## src/rtl/uart_pkg.sv

```systemverilog
// -----------------------------------------------------------------------------
// uart_pkg
// Shared definitions for the host-link UART receiver: FSM state encoding,
// 8N1 line-level constants, default oversampling ratio and the 2-of-3
// majority vote used for every bit decision.
// -----------------------------------------------------------------------------
package uart_pkg;

   typedef enum logic [1:0] {
      ST_IDLE,
      ST_START,
      ST_DATA,
      ST_STOP
   } state_t;

   localparam logic START_BIT      = 1'b0;
   localparam logic STOP_BIT       = 1'b1;
   localparam int   OVERSAMPLE_DEF = 16;
   // start + 8 data + stop
   localparam int   FRAME_BITS     = 10;

   function automatic logic majority3(input logic a, input logic b, input logic c);
      return (a & b) | (a & c) | (b & c);
   endfunction

endpackage

```

## src/rtl/uart_rx_sync.sv

```systemverilog
// -----------------------------------------------------------------------------
// uart_rx_sync
// Two-flop synchronizer for the asynchronous serial line plus a falling-edge
// detector on the synchronized value.
//   clk   in   system clock
//   rst   in   asynchronous, active-high reset
//   rxd   in   raw serial input (asynchronous, idle high)
//   rx_s  out  synchronized line value
//   fall  out  high for one cycle when rx_s goes 1 -> 0
// -----------------------------------------------------------------------------
module uart_rx_sync (
   input  logic clk,
   input  logic rst,
   input  logic rxd,
   output logic rx_s,
   output logic fall
);

   logic meta;
   logic rx_d;

   // All three flops reset to the idle line level so that releasing reset
   // never looks like a start-bit edge.
   // NOTE: state is updated with non-blocking assignments so every flop
   // samples the pre-edge value of its neighbour; blocking here would
   // collapse the synchronizer chain into a single stage.
   always_ff @(posedge clk or posedge rst) begin
      if (rst) begin
         meta <= 1'b1;
         rx_s <= 1'b1;
         rx_d <= 1'b1;
      end else begin
         meta <= rxd;
         rx_s <= meta;
         rx_d <= rx_s;
      end
   end

   assign fall = rx_d & ~rx_s;

endmodule

```

## src/rtl/uart_recv.sv

```systemverilog
// -----------------------------------------------------------------------------
// uart_recv
// 8N1 UART receiver (LSB first, idle-high line) with a one-entry holding
// register and ready/ack handshake towards the command parser.
//   CLK          in   system clock
//   RST          in   asynchronous, active-high reset
//   UART_CLK_OS  in   one-cycle enable at OVERSAMPLE x baud (may be held high)
//   RXD          in   serial data, asynchronous to CLK
//   DATA         out  last accepted byte, stable while DATA_READY is high
//   DATA_READY   out  DATA holds an unconsumed byte
//   DATA_ACK     in   consumer acknowledge, clears DATA_READY
//   FRAME_ERR    out  one-cycle pulse: stop bit sampled low
//   OVERRUN      out  one-cycle pulse: good frame dropped, register still full
//   BUSY         out  receiver is not idle
// -----------------------------------------------------------------------------
module uart_recv
   import uart_pkg::*;
#(
   parameter int DATA_BITS  = 8,
   parameter int OVERSAMPLE = OVERSAMPLE_DEF
) (
   input  logic                 CLK,
   input  logic                 RST,
   input  logic                 UART_CLK_OS,
   input  logic                 RXD,
   output logic [DATA_BITS-1:0] DATA,
   output logic                 DATA_READY,
   input  logic                 DATA_ACK,
   output logic                 FRAME_ERR,
   output logic                 OVERRUN,
   output logic                 BUSY
);

   localparam int TW = $clog2(OVERSAMPLE);
   localparam int IW = $clog2(DATA_BITS);

   // Three samples centred on mid-bit; the vote is taken on the last one.
   localparam logic [TW-1:0] TICK_LO  = TW'(OVERSAMPLE / 2 - 1);
   localparam logic [TW-1:0] TICK_MID = TW'(OVERSAMPLE / 2);
   localparam logic [TW-1:0] TICK_HI  = TW'(OVERSAMPLE / 2 + 1);
   localparam logic [TW-1:0] TICK_END = TW'(OVERSAMPLE - 1);
   localparam logic [IW-1:0] IDX_LAST = IW'(DATA_BITS - 1);

   state_t               state;
   logic [TW-1:0]        tick;
   logic [IW-1:0]        idx;
   logic [1:0]           samp;
   logic [DATA_BITS-1:0] shreg;
   logic                 rx_s;
   logic                 fall;
   logic                 bit_val;

   uart_rx_sync u_sync (
      .clk  (CLK),
      .rst  (RST),
      .rxd  (RXD),
      .rx_s (rx_s),
      .fall (fall)
   );

   // Samples at TICK_LO and TICK_MID are held in samp; the third is the live
   // rx_s at TICK_HI, which is when bit_val is consumed.
   assign bit_val = majority3(samp[0], samp[1], rx_s);

   // NOTE: reset is asynchronous, so it is in the sensitivity list and is
   // the first branch tested; every register here, including the shift
   // register, gets a defined reset value.
   always_ff @(posedge CLK or posedge RST) begin
      if (RST) begin
         state      <= ST_IDLE;
         tick       <= '0;
         idx        <= '0;
         samp       <= '0;
         shreg      <= '0;
         DATA       <= '0;
         DATA_READY <= 1'b0;
         FRAME_ERR  <= 1'b0;
         OVERRUN    <= 1'b0;
         BUSY       <= 1'b0;
      end else begin
         FRAME_ERR <= 1'b0;
         OVERRUN   <= 1'b0;

         if (DATA_READY && DATA_ACK) begin
            DATA_READY <= 1'b0;
         end

         // The tick counter free-runs on the enable; OVERSAMPLE is a power of
         // two so the natural wrap is the end of the bit.
         if (UART_CLK_OS) begin
            tick <= tick + 1'b1;
            if (tick == TICK_LO) begin
               samp[0] <= rx_s;
            end
            if (tick == TICK_MID) begin
               samp[1] <= rx_s;
            end
         end

         case (state)
            ST_IDLE: begin
               // Overrides the tick increment above: bit timing restarts at
               // the detected edge.
               if (fall) begin
                  state <= ST_START;
                  tick  <= '0;
                  BUSY  <= 1'b1;
               end
            end

            ST_START: begin
               if (UART_CLK_OS) begin
                  if (tick == TICK_HI && bit_val != START_BIT) begin
                     // Glitch shorter than half a bit: not a real start.
                     state <= ST_IDLE;
                     BUSY  <= 1'b0;
                  end else if (tick == TICK_END) begin
                     state <= ST_DATA;
                     idx   <= '0;
                  end
               end
            end

            ST_DATA: begin
               if (UART_CLK_OS) begin
                  if (tick == TICK_HI) begin
                     shreg[idx] <= bit_val;
                  end
                  if (tick == TICK_END) begin
                     if (idx == IDX_LAST) begin
                        state <= ST_STOP;
                     end else begin
                        idx <= idx + 1'b1;
                     end
                  end
               end
            end

            ST_STOP: begin
               // Leave at mid stop bit so a slightly fast sender's next start
               // edge is not missed.
               if (UART_CLK_OS && tick == TICK_HI) begin
                  state <= ST_IDLE;
                  BUSY  <= 1'b0;
                  if (bit_val == STOP_BIT) begin
                     // An ack in this same cycle frees the register for the
                     // new byte instead of reporting an overrun.
                     if (!DATA_READY || DATA_ACK) begin
                        DATA       <= shreg;
                        DATA_READY <= 1'b1;
                     end else begin
                        OVERRUN <= 1'b1;
                     end
                  end else begin
                     FRAME_ERR <= 1'b1;
                  end
               end
            end

            default: begin
               state <= ST_IDLE;
               BUSY  <= 1'b0;
            end
         endcase
      end
   end

endmodule

```

## config.mk

```make
export PLATFORM = sky130hd
export DESIGN_NAME = uart_recv
export DESIGN_NICKNAME = d
export VERILOG_FILES = /design/src/rtl/uart_pkg.sv /design/src/rtl/uart_rx_sync.sv /design/src/rtl/uart_recv.sv
export SDC_FILE = /design/constraint.sdc
export NUM_CORES = 1
export LEC_CHECK = 0
export ABC_CLOCK_PERIOD_IN_PS = 1800
export CAP_MARGIN = 20
export CORE_ASPECT_RATIO = 1.1
export CORE_MARGIN = 1
export CORE_UTILIZATION = 36
export CTS_CLUSTER_DIAMETER = 200
export DETAILED_ROUTE_END_ITERATION = 8
export SYNTH_ARGS = -nofsm -noshare
export SYNTH_HDL_FRONTEND = slang
export SYNTH_HIERARCHICAL = 1
export SYNTH_SLANG_ARGS = --single-unit
```

## constraint.sdc

```tcl
create_clock -name CLK -period 1.8 [get_ports CLK]
set_input_delay 0.45 -clock CLK [delete_from_list [all_inputs] [get_ports CLK]]
set_output_delay 0.45 -clock CLK [all_outputs]
set_load 0.02 [all_outputs]
```

# Word-level counts from Yosys, hierarchy flattened

Index checks and enable logic that the tools add are counted.

Add/subtract/negate cells: 2
Bitwise gates (word level): 7
Magnitude comparators: 2
Equal/unequal tests: 19
Multiplexer cells: 39
Reduce and logical (&&, ||, !) cells: 16

Operators with widths:

| kind                                                                                 | number |
|---|---|
| 2-bit != test (second input constant)                                                | 10 |
| 3-bit 2-to-1 mux                                                                     | 6 |
| 1-bit 2-to-1 mux                                                                     | 17 |
| 2-bit 2-to-1 mux                                                                     | 8 |
| 7-bit AND reduction                                                                  | 2 |
| 4-bit equality test (second input constant)                                          | 3 |
| 4-bit 2-to-1 mux                                                                     | 3 |
| 8-bit bitwise mux                                                                    | 1 |
| 2-bit case mux with 4 select lines                                                   | 1 |
| 3-bit case mux with 2 select lines                                                   | 1 |
| 5-bit AND reduction                                                                  | 1 |
| 4-bit by 1-bit adder with 4-bit output (second input constant)                       | 1 |
| 1-bit AND                                                                            | 4 |
| 2-bit equality test (second input constant)                                          | 2 |
| 4-bit by 3-bit equality test with 1-bit output (second input constant)               | 1 |
| 1-bit logical AND                                                                    | 4 |
| 3-bit by 4-bit < comparator with 1-bit output (second input constant)                | 1 |
| 2-bit AND reduction                                                                  | 2 |
| 4-bit AND reduction                                                                  | 1 |
| 3-bit by 1-bit adder with 3-bit output (second input constant)                       | 1 |
| 1-bit demux with 3-bit select                                                        | 1 |
| 3-bit equality test (second input constant)                                          | 1 |
| 3-bit by 1-bit greater-or-equal comparator with 1-bit output (second input constant) | 1 |
| 3-bit != test (second input constant)                                                | 1 |
| 10 further kinds                                                                     | 11 |

Logic and storage cells: 99
Bits in registers: 34

# Longest topological paths before layout

Gate-level depths: netlist of the first run.

Depth in word-level cells: 7
Depth in mapped cells: 6
Depth with buffers taken out: 5

# Hierarchy

Netlist of the first run, hierarchy kept.

Modules (own cells, without submodules):

| module       | area each (µm²) | cells an instance | seq. area each (µm²) | times used |
|---|---|---|---|---|
| uart_recv    | 1508.9          | 125               | 775.7                | 1 |
| uart_rx_sync | 96.3            | 5                 | 78.8                 | 1 |

# Worst setup path after synthesis of the first run

Ideal clock, no wire load.

Kind: reg2reg
Start: register tick[0]
End: register shreg[6]
Stages on the path, launching flop included: 6
Setup time: 0.125 ns
Period minus slack after synthesis: 1.552 ns
Slack: 0.248 ns
Data required time: 1.675 ns
Path buffers: 1
Data arrival time: 1.427 ns
Cells stage by stage: dfrtp_1 ha_1 and4b_2 buf_6 nand4_1 mux2_2

Cells in the longest elaborated chain, start to end: 2

RTL lines:

| element                              | line             | RTL |
|---|---|---|
| start: declaration                   | uart_recv.sv:45  | `logic [TW-1:0] tick;` |
| start signal: assignment             | uart_recv.sv:91  | `tick <= tick + 1'b1;` |
| 4-bit equality test                  | uart_recv.sv:126 | `if (tick == TICK_HI) begin` |
| 3-bit AND reduction (no source line) | --               |  |
| end signal: indexed assignment       | uart_recv.sv:127 | `shreg[idx] <= bit_val;` |
| end: declaration                     | uart_recv.sv:48  | `logic [DATA_BITS-1:0] shreg;` |

Every way passes these cells.
A chain may end at the register's enable or synchronous reset.

# Final worst setup path of the first run

Start: register BUSY
End: output port BUSY

RTL lines:

| element                  | line             | RTL |
|---|---|---|
| start: declaration       | uart_recv.sv:31  | `output logic BUSY` |
| start signal: assignment | uart_recv.sv:79  | `BUSY <= 1'b0;` |
| start signal: assignment | uart_recv.sv:107 | `BUSY <= 1'b1;` |
| start signal: assignment | uart_recv.sv:116 | `BUSY <= 1'b0;` |

No word-level cell between the ends.

==> results of run 1 <==
==> cell families after synthesis <==
kind of cell	count (synthesis)	synth area share
multiplexers	19	0.132
adder cells (fa/ha/maj)	6	0.0452
buffers and inverters	14	0.0468
AO/OA/AOI/OAI	15	0.0694
AND/OR/NAND/NOR	39	0.157
XOR/XNOR	3	0.0164
flip-flops	34	0.532
==> flip-flops by register name, summed over array words and instances, names as in the netlist, named ones only <==
register and flops:
state 1, DATA 8, shreg 8, OVERRUN 1, FRAME_ERR 1, u_sync/rx_s 1
u_sync/rx_d 1, tick 4, DATA_READY 1, u_sync/meta 1, BUSY 1, samp 2
idx 3
==> cell type report <==
class	instances	area (um2)	share of cell area
Clock inverter	2	12.5	0.00646
Inverter	6	22.5	0.0116
Multi-Input combinational cell	82	676	0.349
Timing Repair Buffer	24	220	0.114
Tap cell	54	67.6	0.0349
Sequential cell	34	855	0.441
Clock buffer	6	82.6	0.0427
==> metrics by stage <==
step                      total power [W]  setup slack, ns  instance area [um2]  hold WS, ns
after floorplan                   0.00150            0.248                 1610        0.345
after global placement            0.00164          -0.0832                 1840        0.348
after detailed placement          0.00167           -0.131                 1840        0.352
after CTS                         0.00226           0.0876                 1940        0.362
after global routing              0.00239           0.0278                 1940        0.369
final                             0.00223            0.108                 1940        0.361
==> metal layers <==
metal | up-vias | part of all wire | global-route usage
li1 | 509 | - | -
met1 | 518 | 0.42 | 0.147
met2 | 15 | 0.53 | 0.228
met3 | 4 | 0.035 | 0.0487
met4 | 0 | 0.015 | 0.0652
met5 | - | 0 | 0
==> Yosys cell counts (all sizes together) (2+ instances only) <==
cell type and n:
a21oi 2, a22o 4, a32o 2, and2 2, and2b 2, buf 4
clkbuf 4, dfrtp 31, dfstp 3, ha 5, inv 6, mux2 18
nand2 3, nand3 4, nand4 6, nand4b 2, nor2 7, nor2b 4
nor3 3, o21ai 2, xor2 2
==> report_power, final <==
part / switching (W) / internal [W]
sequential: 0.000142 / 0.000887
combinational: 0.000316 / 0.000301
clock: 0.000280 / 0.000307
total: 0.000738 / 0.00149
==> worst paths after layout <==
| kind | end | slack (ns) | depth (start not counted) |
|---|---|---|---|
| max | BUSY | 0.11 | 1 |
| min | u_sync/rx_s | 0.36 | 0 |
| max reg2reg | shreg[5] | 0.11 | 5 |
| min reg2reg | u_sync/rx_s | 0.36 | 0 |
| max in group asynchronous | DATA[4] | 0.95 | 3 |
| min in group asynchronous | u_sync/meta | 0.53 | 2 |
==> out/results.txt, run 1 <==
Startpoint of the worst hold path: u_sync/meta
Yosys Warn Count: 6
Share of the synthesized area in the top cell type: 0.483
Starting DRT DRC Count: 30
Tot GR Track Use: 0.134
CP Cell Sequence: clkdlybuf4s50_1
Non-Filler Instances: 208
Mapped cell area: 0.00161 mm2
Maximum clock insertion buffer count: 2
Finished Core Util: 0.452
Port Buf Inserts: 16
Post-synth cell types: 40
Final setup violation count: 0
CTS hold repair buffers: 0
DRC violation count after routing: 0
Most frequent cells in the layout: dfrtp_1, mux2_2, clkdlybuf4s50_1, buf_4, nor2_1
Crit Path Class: flop to output pin
Post_cts resized: 0
Final ANT Viol Nets: 0
CP arrival: 1.24 ns
RSZ-0062 raised after global routing: no
Remaining Overflow, GRT: 0
Mean Syn Cell Area: 12.3 um2
Number of buffers and inverters on the critical path: 1
Die width: 65.7 um
Mapped Cells: 130
Main synth FF type: dfrtp_1
CP max stage delay: 0.60 ns
Via count: 1046
Core area: 0.00429 mm2
Die Ht: 72.0 um
Inserted Diodes: 0
Wirelength, routed: 2.69 mm
Hold Fails Final Rpt: 0
Final nets: 163
Global-route wire length before repair: 4.73 mm
Final Wtd Congestion: 0.694
Sequential fraction of the synthesis area: 0.532
Initial antenna violation count: 0
Placed cell count: 200
F_max: 591 MHz
Layout Skew: 0.00676 ns
Cell Rows: 25
Clk Latency, worst-skew pair: 0.29 ns
Clock transition at path regs: 0.07 ns
TritonCTS Buffers: 5
Syn Nets: 140
Via/cell ratio: 5.03
Largest net degree at the start of global routing: 32
Htree depth: 2
Max-slew violation count: 0
Max VDD drop: 0.619 mV
Most common cell after layout, fill and taps aside: dfrtp_1
Total power per unit cell area: 1150 mW/mm2
CTS tree: done
Vias in the first global route: 1093
Status: complete, no violations
Crit path capture type: output pin
TNS Setup: 0 ns
Hold Crit Class: flop to flop
Crit-path slowest cell: clkdlybuf4s50_1
Fillers: 399
WL/cell: 12.9 um
IO Pins: 17
Layout area overhead: 20.6%
Worst-margin pin slew: 0.393 ns
Pleak: 0.892 nW
Required time worst endpoint: 1.35 ns
Top delay family on crit path: buffers and inverters
Async SR Flop Fraction: 1.00
EDFF count, synth: 0
Post-CTS Setup Bufs: 0
FF-to-FF Start: tick[0]
Fraction of layout cells with a size suffix above 1: 0.266
Clock sinks: 34
Register bit total from synthesis: 34
Area contributors post-synth: dfrtp_1, mux2_2, dfstp_2
Yosys top cell by area: dfrtp_1
Initial Util: 0.375
CP startpoint kind: flop
Die ar.: 0.00473 mm2
Crit path launch: BUSY
Tmin final: 1.69 ns
Slew HR: 0.738
Pre-antenna DRT Iters: 4
Period utilization: 0.940
Root buf cell: clkbuf_8
CP Max Fanout: 2
Max Cap Viol: 0
Hpwl dp: 2.01 mm
Note: power is estimated with default switching activity, not from simulation.
==> run 2, diff against run 1 <==
- CORE_UTILIZATION: 36 -> 35
- TNS_END_PERCENT: not set -> 5
==> run 2 against run 1 <==
Net effect: via count increased by 0.19%; combinational power decreased by 7.8%; die area increased by 2.8%; global-route usage down 0.36 points; sequential share of layout area up 0.14 points; first-iteration DRC count shrank 17%; clock skew is 0.0016 ns lower; routed wire length down 2.8%; worst hold slack worse by 0.0025 ns; clock power is 3.6% lower; largest cell class unchanged; largest power group unchanged.
==> out/results.txt, run 2 (synthesized netlist as in run 1, its figures left out) <==
FF-to-FF Start: tick[1]
Total power: 0.00219 W (-1.7%)
Post_cts resized: 0 (unchanged)
Finished Core Util: 0.444 (-0.00794)
Via count: 1048 (+0.19%)
Top flop regs: DATA x8, shreg x8, tick x4
Final Wtd Congestion: 0.763 (+9.9%)
Initial Util: 0.369 (-0.00539)
Area post-placement: 0.00184 mm2 (-0.14%)
Post-CTS Setup Bufs: 0 (unchanged)
Final nets: 161 (-1.2%)
Fraction of layout cells with a size suffix above 1: 0.250 (-0.0162)
Htree depth: 2 (unchanged)
Worst-margin pin slew: 0.438 ns (+0.0446 ns)
Period utilization: 0.937 (-0.00266)
CP Cell Sequence: clkdlybuf4s50_1
Starting DRT DRC Count: 25 (-17%)
Tmin final: 1.69 ns (-0.00479 ns)
Most frequent cells in the layout: dfrtp_1, mux2_2, clkdlybuf4s50_1, nor2_1
WL/cell: 12.7 um (-1.8%)
Number of buffers and inverters on the critical path: 1 (unchanged)
Total power per unit cell area: 1140 mW/mm2 (-1.4%)
Crit-path slowest cell: clkdlybuf4s50_1
Root buf cell: clkbuf_8
Die Ht: 73.0 um (+1.4%)
Final ANT Viol Nets: 0 (unchanged)
Largest net degree at the start of global routing: 32 (unchanged)
Hold Crit Class: flop to flop
CTS hold repair buffers: 0 (unchanged)
Max-slew violation count: 0 (unchanged)
Crit path capture type: output pin
CP startpoint kind: flop
Maximum clock insertion buffer count: 2 (unchanged)
Hold Fails Final Rpt: 0 (unchanged)
Worst hold endpoint: u_sync/rx_s
Clock sinks: 34 (unchanged)
Vias in the first global route: 1083 (-0.91%)
Hold Crit Depth: 0 (unchanged)
Required time worst endpoint: 1.35 ns (about the same)
CP Max Fanout: 2 (unchanged)
RSZ-0062 raised after global routing: no
Inserted Diodes: 0 (unchanged)
TritonCTS Buffers: 5 (unchanged)
Die width: 66.6 um (+1.4%)
Pre-antenna DRT Iters: 4 (unchanged)
Max VDD drop: 0.671 mV (+8.3%)
Global-route wire length before repair: 4.60 mm (-2.8%)
Via/cell ratio: 5.09 (+1.2%)
Layout Skew: 0.00515 ns (-0.00161 ns)
Layout area overhead: 20.2%
Hold slack final: 0.359 ns (-0.00250 ns)
Crit Path Class: flop to output pin
Top delay family on crit path: buffers and inverters
Slew HR: 0.708 (-0.0298)
Clock transition at path regs: 0.06 ns (about the same)
CP max stage delay: 0.60 ns (about the same)
Cell Rows: 25 (unchanged)
Design Area, Final: 0.00193 mm2 (-0.32%)
Max Cap Viol: 0 (unchanged)
Crit Reg-Reg Endpoint: shreg[5]
Final setup violation count: 0 (unchanged)
Initial antenna violation count: 0 (unchanged)
Worst r2r path cells: 6 (+1)
Dpl ws: -0.142 ns (-0.0109 ns)
Worst R2R Setup Slack: 0.12 ns (about the same)
IO Pins: 17 (unchanged)
CP Depth: 1 (unchanged)
Status: complete, no violations
Startpoint of the worst hold path: u_sync/meta
Core area: 0.00435 mm2 (+1.5%)
CP arrival: 1.24 ns (about the same)
Remaining Overflow, GRT: 0 (unchanged)
Final worst slack: 0.113 ns (+0.00479 ns)
Pleak: 0.887 nW (-0.61%)
DRC violation count after routing: 0 (unchanged)
Clk Latency, worst-skew pair: 0.28 ns (about the same)
Die ar.: 0.00486 mm2 (+2.8%)
Port Buf Inserts: 16 (unchanged)
Most common cell after layout, fill and taps aside: dfrtp_1
Tot GR Track Use: 0.131 (-0.00360)
F_max: 593 MHz (+0.28%)
CTS tree: done
Wirelength, routed: 2.61 mm (-2.8%)
run 2: cell count changes in the layout (fill, tap and decap cells not counted), sizes merged:
| cell | change |
|---|---|
| buf | -2 |
| clkbuf | +1 |
| clkinvlp | -1 |
run 2: cell type report:
| class | instances | area [um2] |
|---|---|---|
| Sequential cell | 34 | 855 |
| Tap cell | 54 | 67.6 |
| Inverter | 6 | 22.5 |
| Clock inverter | 1 | 5.00 |
| Fill cell | 419 | 2420 |
| Timing Repair Buffer | 22 | 218 |
| Clock buffer | 7 | 86.3 |
| Multi-Input combinational cell | 82 | 676 |
run 2: worst max path at each step:
stage                 from        to  slack (ns)
4_1_cts            DATA[7]   DATA[7]        0.09
6_report           DATA[6]   DATA[6]        0.11
2_1_floorplan      tick[0]  shreg[6]        0.25
3_5_place_dp   UART_CLK_OS   DATA[4]       -0.14
5_1_grt            tick[1]   DATA[7]        0.04
3_3_place_gp   UART_CLK_OS  shreg[5]       -0.10
run 2: stage by stage:
stage | TNS (ns) | cells
after detailed placement | -2.17 | 198
after global placement | -1.63 | 198
after floorplan | 0 | 130
after CTS | 0 | 206
final | 0 | 206
after global routing | 0 | 206
run 2: report_power, final:
group | switching [W] | internal (W)
clock network | 0.000258 | 0.000308
logic | 0.000283 | 0.000286
registers | 0.000173 | 0.000886
total | 0.000714 | 0.00148
run 2: metal layers:
layer,vias to the layer above,part of all wire,track usage
met5,-,0,0
met4,0,0.023,0.0827
met3,6,0.037,0.0469
met2,18,0.53,0.218
met1,514,0.41,0.139
li1,510,-,-
